### config.mk
export PLATFORM = sky130hd
export DESIGN_NAME = edc_secded_pipe
export DESIGN_NICKNAME = d
export VERILOG_FILES = /design/src/rtl/edc_pkg.sv /design/src/rtl/edc_syn_decode.sv /design/src/rtl/edc_secded_pipe.sv
export SDC_FILE = /design/constraint.sdc
export NUM_CORES = 1
export LEC_CHECK = 0
export ABC_AREA = 1
export BUFFER_PORTS_ARGS = -buffer_cell sky130_fd_sc_hd__buf_2
export CORE_MARGIN = 2
export CORE_UTILIZATION = 40
export DETAILED_ROUTE_END_ITERATION = 7
export GPL_TIMING_DRIVEN = 0
export PLACE_DENSITY = 0.56
export SLEW_MARGIN = 20
export SYNTH_ARGS = -nofsm -noshare
export SYNTH_HDL_FRONTEND = slang
export SYNTH_HIERARCHICAL = 1
export SYNTH_SLANG_ARGS = --single-unit
### constraint.sdc
create_clock -name i_clk -period 4.86 [get_ports i_clk]
set_input_delay 0.486 -clock i_clk [delete_from_list [all_inputs] [get_ports i_clk]]
set_output_delay 0.486 -clock i_clk [all_outputs]
set_load 0.1 [all_outputs]
### src/rtl/edc_pkg.sv
// Shared SEC-DED definitions: H-matrix data-column generator, mode encodings
// and syndrome classes.
package edc_pkg;

  localparam logic EDC_ENCODE = 1'b0;
  localparam logic EDC_CHECK  = 1'b1;

  typedef enum logic [1:0] {NONE, DATA_SEC, CHK_SEC, DED} edc_syn_class_e;

  // idx-th odd-weight (>= 3) chk_w-bit value, ascending; only used at elaboration.
  function automatic logic [31:0] edc_col(input int unsigned idx, input int unsigned chk_w);
    int unsigned n;
    logic [31:0] res;
    logic        found;
    n     = 0;
    res   = '0;
    found = 1'b0;
    for (int unsigned v = 0; v < (32'd1 << chk_w); v++) begin
      if (!found && ($countones(v) >= 3) && (($countones(v) % 2) == 1)) begin
        if (n == idx) begin
          res   = v;
          found = 1'b1;
        end
        n++;
      end
    end
    return res;
  endfunction

endpackage

### src/rtl/edc_syn_decode.sv
// Combinational syndrome classifier: yields the class of a syndrome and the
// single-bit correction masks for the data and check fields.
module edc_syn_decode
  import edc_pkg::*;
#(
  parameter int unsigned DATA_W = 32,
  parameter int unsigned CHK_W  = 8
) (
  input  logic [CHK_W-1:0]  i_syn,
  output logic [DATA_W-1:0] o_data_mask,
  output logic [CHK_W-1:0]  o_chk_mask,
  output edc_syn_class_e    o_class
);

  logic [DATA_W-1:0] w_match;

  for (genvar gi = 0; gi < DATA_W; gi++) begin : g_match
    localparam logic [CHK_W-1:0] LP_COL = CHK_W'(edc_col(gi, CHK_W));
    assign w_match[gi] = (i_syn == LP_COL);
  end

  // Data columns are distinct with weight >= 3, so at most one can match.
  always_comb begin
    o_data_mask = '0;
    o_chk_mask  = '0;
    o_class     = NONE;
    if (i_syn == '0) begin
      o_class = NONE;
    end else if (|w_match) begin
      o_class     = DATA_SEC;
      o_data_mask = w_match;
    end else if ($onehot(i_syn)) begin
      o_class    = CHK_SEC;
      o_chk_mask = i_syn;
    end else begin
      o_class = DED;
    end
  end

endmodule

### src/rtl/edc_secded_pipe.sv
// Two-stage SEC-DED encode/check pipeline with valid/ready flow control and
// saturating error statistics. Define EDC_ERR_INJECT_EN to add error injection.
module edc_secded_pipe
  import edc_pkg::*;
#(
  parameter int unsigned DATA_W = 32,
  parameter int unsigned CHK_W  = 8,
  parameter int unsigned CNT_W  = 16
) (
  input  logic                    i_clk,
  input  logic                    i_rst,
  input  logic                    i_valid,
  output logic                    o_ready,
  input  logic                    i_mode,
  input  logic [DATA_W-1:0]       i_data,
  input  logic [CHK_W-1:0]        i_chk,
  output logic                    o_valid,
  input  logic                    i_ready,
  output logic [DATA_W-1:0]       o_data,
  output logic [CHK_W-1:0]        o_chk,
  output logic [CHK_W-1:0]        o_syn,
  output logic                    o_err_sec,
  output logic                    o_err_ded,
  input  logic                    i_cnt_clr,
  output logic [CNT_W-1:0]        o_sec_cnt,
  output logic [CNT_W-1:0]        o_ded_cnt,
`ifdef EDC_ERR_INJECT_EN
  input  logic                    i_inj_en,
  input  logic [DATA_W+CHK_W-1:0] i_inj_mask,
`endif
  output logic                    o_ded_sticky
);

  localparam logic [CNT_W-1:0] LP_CNT_MAX = '1;

  logic [DATA_W-1:0][CHK_W-1:0] w_terms;
  logic [CHK_W-1:0]             w_gen;
  logic [DATA_W-1:0]            w_s1_data_d;
  logic [CHK_W-1:0]             w_s1_chk_d;
  logic [CHK_W-1:0]             w_s1_syn_d;
  logic                         w_s2_load;
  logic                         w_s1_adv;
  logic                         w_out_hs;
  logic [CHK_W-1:0]             w_dec_syn;
  logic [DATA_W-1:0]            w_data_mask;
  logic [CHK_W-1:0]             w_chk_mask;
  edc_syn_class_e               w_class;

  logic                         r_s1_v;
  logic                         r_s1_mode;
  logic [DATA_W-1:0]            r_s1_data;
  logic [CHK_W-1:0]             r_s1_chk;
  logic [CHK_W-1:0]             r_s1_syn;
  logic                         r_s2_v;
  logic [DATA_W-1:0]            r_s2_data;
  logic [CHK_W-1:0]             r_s2_chk;
  logic [CHK_W-1:0]             r_s2_syn;
  logic                         r_s2_sec;
  logic                         r_s2_ded;
  logic [CNT_W-1:0]             r_sec_cnt;
  logic [CNT_W-1:0]             r_ded_cnt;
  logic                         r_ded_sticky;

  for (genvar gi = 0; gi < DATA_W; gi++) begin : g_col
    localparam logic [CHK_W-1:0] LP_COL = CHK_W'(edc_col(gi, CHK_W));
    assign w_terms[gi] = i_data[gi] ? LP_COL : '0;
  end

  always_comb begin
    w_gen = '0;
    for (int unsigned i = 0; i < DATA_W; i++) begin
      w_gen = w_gen ^ w_terms[i];
    end
  end

  always_comb begin
    w_s1_data_d = i_data;
    if (i_mode == EDC_CHECK) begin
      w_s1_chk_d = i_chk;
      w_s1_syn_d = w_gen ^ i_chk;
    end else begin
      w_s1_chk_d = w_gen;
      w_s1_syn_d = '0;
    end
`ifdef EDC_ERR_INJECT_EN
    // Injection corrupts the stored codeword only; the syndrome stays clean.
    if ((i_mode == EDC_ENCODE) && i_inj_en) begin
      {w_s1_chk_d, w_s1_data_d} = {w_s1_chk_d, w_s1_data_d} ^ i_inj_mask;
    end
`endif
  end

  assign w_s2_load = !r_s2_v || i_ready;
  assign w_s1_adv  = !r_s1_v || w_s2_load;
  assign o_ready   = w_s1_adv;
  assign w_out_hs  = r_s2_v && i_ready;

  always_ff @(posedge i_clk or posedge i_rst) begin
    if (i_rst) begin
      r_s1_v    <= 1'b0;
      r_s1_mode <= EDC_ENCODE;
      r_s1_data <= '0;
      r_s1_chk  <= '0;
      r_s1_syn  <= '0;
    end else if (w_s1_adv) begin
      r_s1_v <= i_valid;
      if (i_valid) begin
        r_s1_mode <= i_mode;
        r_s1_data <= w_s1_data_d;
        r_s1_chk  <= w_s1_chk_d;
        r_s1_syn  <= w_s1_syn_d;
      end
    end
  end

  assign w_dec_syn = (r_s1_mode == EDC_CHECK) ? r_s1_syn : '0;

  edc_syn_decode #(
    .DATA_W (DATA_W),
    .CHK_W  (CHK_W)
  ) u_syn_decode (
    .i_syn       (w_dec_syn),
    .o_data_mask (w_data_mask),
    .o_chk_mask  (w_chk_mask),
    .o_class     (w_class)
  );

  always_ff @(posedge i_clk or posedge i_rst) begin
    if (i_rst) begin
      r_s2_v    <= 1'b0;
      r_s2_data <= '0;
      r_s2_chk  <= '0;
      r_s2_syn  <= '0;
      r_s2_sec  <= 1'b0;
      r_s2_ded  <= 1'b0;
    end else if (w_s2_load) begin
      r_s2_v <= r_s1_v;
      if (r_s1_v) begin
        r_s2_data <= r_s1_data ^ w_data_mask;
        r_s2_chk  <= r_s1_chk ^ w_chk_mask;
        r_s2_syn  <= w_dec_syn;
        r_s2_sec  <= (w_class == DATA_SEC) || (w_class == CHK_SEC);
        r_s2_ded  <= (w_class == DED);
      end
    end
  end

  // Clear wins over a same-cycle event; that event is not counted.
  always_ff @(posedge i_clk or posedge i_rst) begin
    if (i_rst) begin
      r_sec_cnt    <= '0;
      r_ded_cnt    <= '0;
      r_ded_sticky <= 1'b0;
    end else if (i_cnt_clr) begin
      r_sec_cnt    <= '0;
      r_ded_cnt    <= '0;
      r_ded_sticky <= 1'b0;
    end else begin
      if (w_out_hs && r_s2_sec && (r_sec_cnt != LP_CNT_MAX)) begin
        r_sec_cnt <= r_sec_cnt + 1'b1;
      end
      if (w_out_hs && r_s2_ded && (r_ded_cnt != LP_CNT_MAX)) begin
        r_ded_cnt <= r_ded_cnt + 1'b1;
      end
      if (r_s2_v && r_s2_ded) begin
        r_ded_sticky <= 1'b1;
      end
    end
  end

  assign o_valid      = r_s2_v;
  assign o_data       = r_s2_data;
  assign o_chk        = r_s2_chk;
  assign o_syn        = r_s2_syn;
  assign o_err_sec    = r_s2_sec;
  assign o_err_ded    = r_s2_ded;
  assign o_sec_cnt    = r_sec_cnt;
  assign o_ded_cnt    = r_ded_cnt;
  assign o_ded_sticky = r_ded_sticky;

endmodule

==> flow_metrics.tcl <==
set metrics [dict create \
    wl_per_cell_um 14.7 \
    core_area_sq_um 20100 \
    final_nets 1290 \
    fp-row-count 52 \
    yosys-top-cells-area "dfrtp_1 (41%), nand2_1 (15%), o21ai_0 (6.3%)" \
    layout_common_cells "nand2_1 (324), dfrtp_1 (133), buf_2 (131)" \
    drive_above_1_share_pct 18.5 \
    clk_pin_slew_worst_paths_ns 0.06 \
    worst_r2r_path_depth 22 \
    grt_pass1_vias 7021 \
    fin_crit_ns 4.59 \
    r2r_end "o_err_sec" \
    rsz0062_at_grt "no" \
    detail_route.vias_per_cell 4.83 \
    synth.avg_cell_area_sq_um 7.51 \
    first_pass_iters 5 \
    synth_seq_area_share_pct 40.9 \
    synth_top_flop_cell "dfrtp_1" \
    clock_latency_ns 0.42 \
    postPlaceCellArea_sq_um 9150 \
    grt_usage_pct 21.3 \
    crit_path_start_kind "flip-flop" \
    io_buffers 126 \
    antenna_found_initial 0 \
    cts_resized 0 \
    synth_warnings 6 \
    status "complete, no violations" \
    num_antenna_cells 0 \
    p_per_area_nw_per_um2 478 \
    htree_num_levels 4 \
    post-route-drc-count 0 \
    final_common_cell "nand2_1" \
    r2r_setup_slack_ns 0.27 \
    power_mw 4.63 \
    cts.sinks 133 \
    initial_core_util_pct 40.5 \
    synth_top_area_share_pct 40.9 \
    synth_edf_count 0 \
    pin_count 131 \
    gr-usage-met2_pct 35.5 \
    finalSetupTns_ns 0 \
    area_growth_pct 19.1 \
    worstPathCellList "clkbuf_1, nand2_1, inv_1, buf_6, inv_4, fa_1, fa_1, fa_1, inv_1, ha_1, inv_1, fa_1, a211o_1, nand2_1, nand2_1, inv_1, nand3_4, nand2_2, inv_1, ha_1, nand2_1, o21ai_0" \
    vdd_ir_drop_max_mv 0.273 \
    slew_headroom_pct 56.7 \
    setup-violations-final 0 \
    critPathArrivalTime_ns 4.89 \
    dieWidth_um 147 \
    drt_iter0_markers 368 \
    hold_class "input pin to asynchronous set/reset pin" \
    crit_required_ns 5.16 \
    root_buffer "clkbuf_16" \
    drv_slew 0 \
    synthArstFlopShare_pct 100 \
    hold_buffers 0 \
    netlist_instances 1084 \
    cap_violations 0 \
    worst-setup-path-type "flip-flop to flip-flop" \
    tightestPinTransition_ns 0.649 \
    busiest_layer "met2" \
    grt.overflow.total 0 \
    max_freq_ghz 0.218 \
    cts_buffers 17 \
    syn_area_sq_um 8140 \
    ys_ff_latch 133 \
    crit_slowest_cell "fa_1" \
    crit_start "r_s1_mode" \
    crit_top_cell "inv_1" \
    ant_nets 0 \
    fin_area_sq_um 9700 \
    critPathMaxStageDelay_ns 0.51 \
    skew_ns 0.00934 \
    dpl.hpwl_um 17700 \
    met1_usage_pct 28.4 \
    synth_area_leader_cell "dfrtp_1" \
    die_area_sq_um 21500 \
    regToRegStartpoint "r_s1_mode" \
    postCtsSetupBuffers 0 \
    endpoint "o_err_sec" \
    cts_buffer_depth 2 \
    critPathMaxFanout 10 \
    grt_use_met3_pct 3.70 \
    endpoint_kind "flip-flop" \
    instances_no_fill 1513 \
    routed-via-count 7302 \
    dp.cells 1481 \
    hold_violations 0 \
    grt_max_degree 73 \
    cts_tree "yes" \
    leakagePower_nw 4.88 \
    grt_first_pass_wirelength_um 36100 \
    die_height_um 147 \
    place.gp.congestion 0.918 \
    synth_nets 1144 \
    wl_um 22300 \
    ys_types 49 \
    period_share_pct 94.4 \
]
## synthesized netlist by cell type, types with 5 or more instances
master      n
buf_2       5
nor2_1     93
inv_1     111
nand3b_1    7
nand4_1     7
ha_1       10
nand3_1    60
nand2_1   324
nand2_2     9
nand3_2     7
dfrtp_1   133
clkbuf_1   17
nor3_2      5
nor3_1     10
a21oi_1    33
buf_6       5
xor2_1     21
xnor2_1    58
nor2_2     15
o21ai_0   102
## critical path, delay by kind of cell (launching register included)
kind / cells / cell delay (ns)
compound gates: 2 / 0.30
fa+ha+maj: 6 / 2.25
flops: 1 / 0.32
simple gates: 6 / 0.62
buf+inv: 8 / 0.95
## area by class of cell
type	instances	area, sq um
fillers	2038	10400
repair buffers	127	658
clock buffers	19	453
well taps	270	338
flip-flops and latches	133	3330
inverters	119	467
multi-input cells	800	4180
clock inverters	13	100
plain buffers	32	176
## per-stage QoR
step	setup slack (ns)	utilization (%)	hold slack, ns
2_1_floorplan	0.776	-	0.453
3_3_place_gp	-0.886	45.3	0.461
3_5_place_dp	0.304	45.5	0.469
4_1_cts	0.275	48.3	0.134
5_1_grt	0.0271	48.3	0.140
6_report	0.272	48.3	0.0969
## power by group
| part | leakage [nW] | internal (mW) | switching [mW] | total [mW] |
|---|---|---|---|---|
| clock network | 0.258 | 0.683 | 0.510 | 1.19 |
| registers | 1.72 | 1.31 | 0.140 | 1.45 |
| logic | 2.91 | 0.393 | 1.60 | 1.99 |
## cell families after synthesis
kind of cell	Yosys count	share of synthesized area (%)
adders and majority gates	14	2.52
buffers and inverters	151	7.80
xor gates and xnor gates	83	9.29
and+or+nand+nor	551	29.7
AOI/OAI and AO/OA	152	9.82
DFF	133	40.9
## routing by layer
layer	part of all wire (%)	vias to the layer above
met3	4.7	26
met4	2.0	0
met2	48	186
met1	46	3362
li1	-	3728
met5	0	-
## worst min-delay path by stage
| stage | startpoint | endpoint | slack (ns) | cells past startpoint |
|---|---|---|---|---|
| after floorplan | r_s1_syn[6] | r_s1_syn[6] | 0.45 | 2 |
| after global placement | o_data[19] | o_data[19] | 0.46 | 2 |
| after detailed placement | o_data[25] | o_data[25] | 0.47 | 2 |
| after CTS | i_rst | o_data[16] | 0.13 | 2 |
| after global routing | i_rst | o_data[16] | 0.14 | 2 |
| final | i_rst | o_data[16] | 0.1 | 2 |
## flip-flops by register name (all words and copies together), names as in the netlist
register	cells
r_s1_v	1
o_syn	8
o_ded_cnt	16
r_s1_syn	7
r_s1_data	32
o_err_sec	1
o_sec_cnt	16
r_s1_mode	1
o_err_ded	1
o_data	32
o_valid	1
o_ded_sticky	1
o_chk	8
r_s1_chk	8
No activity file was read; power rests on OpenSTA's default activity.
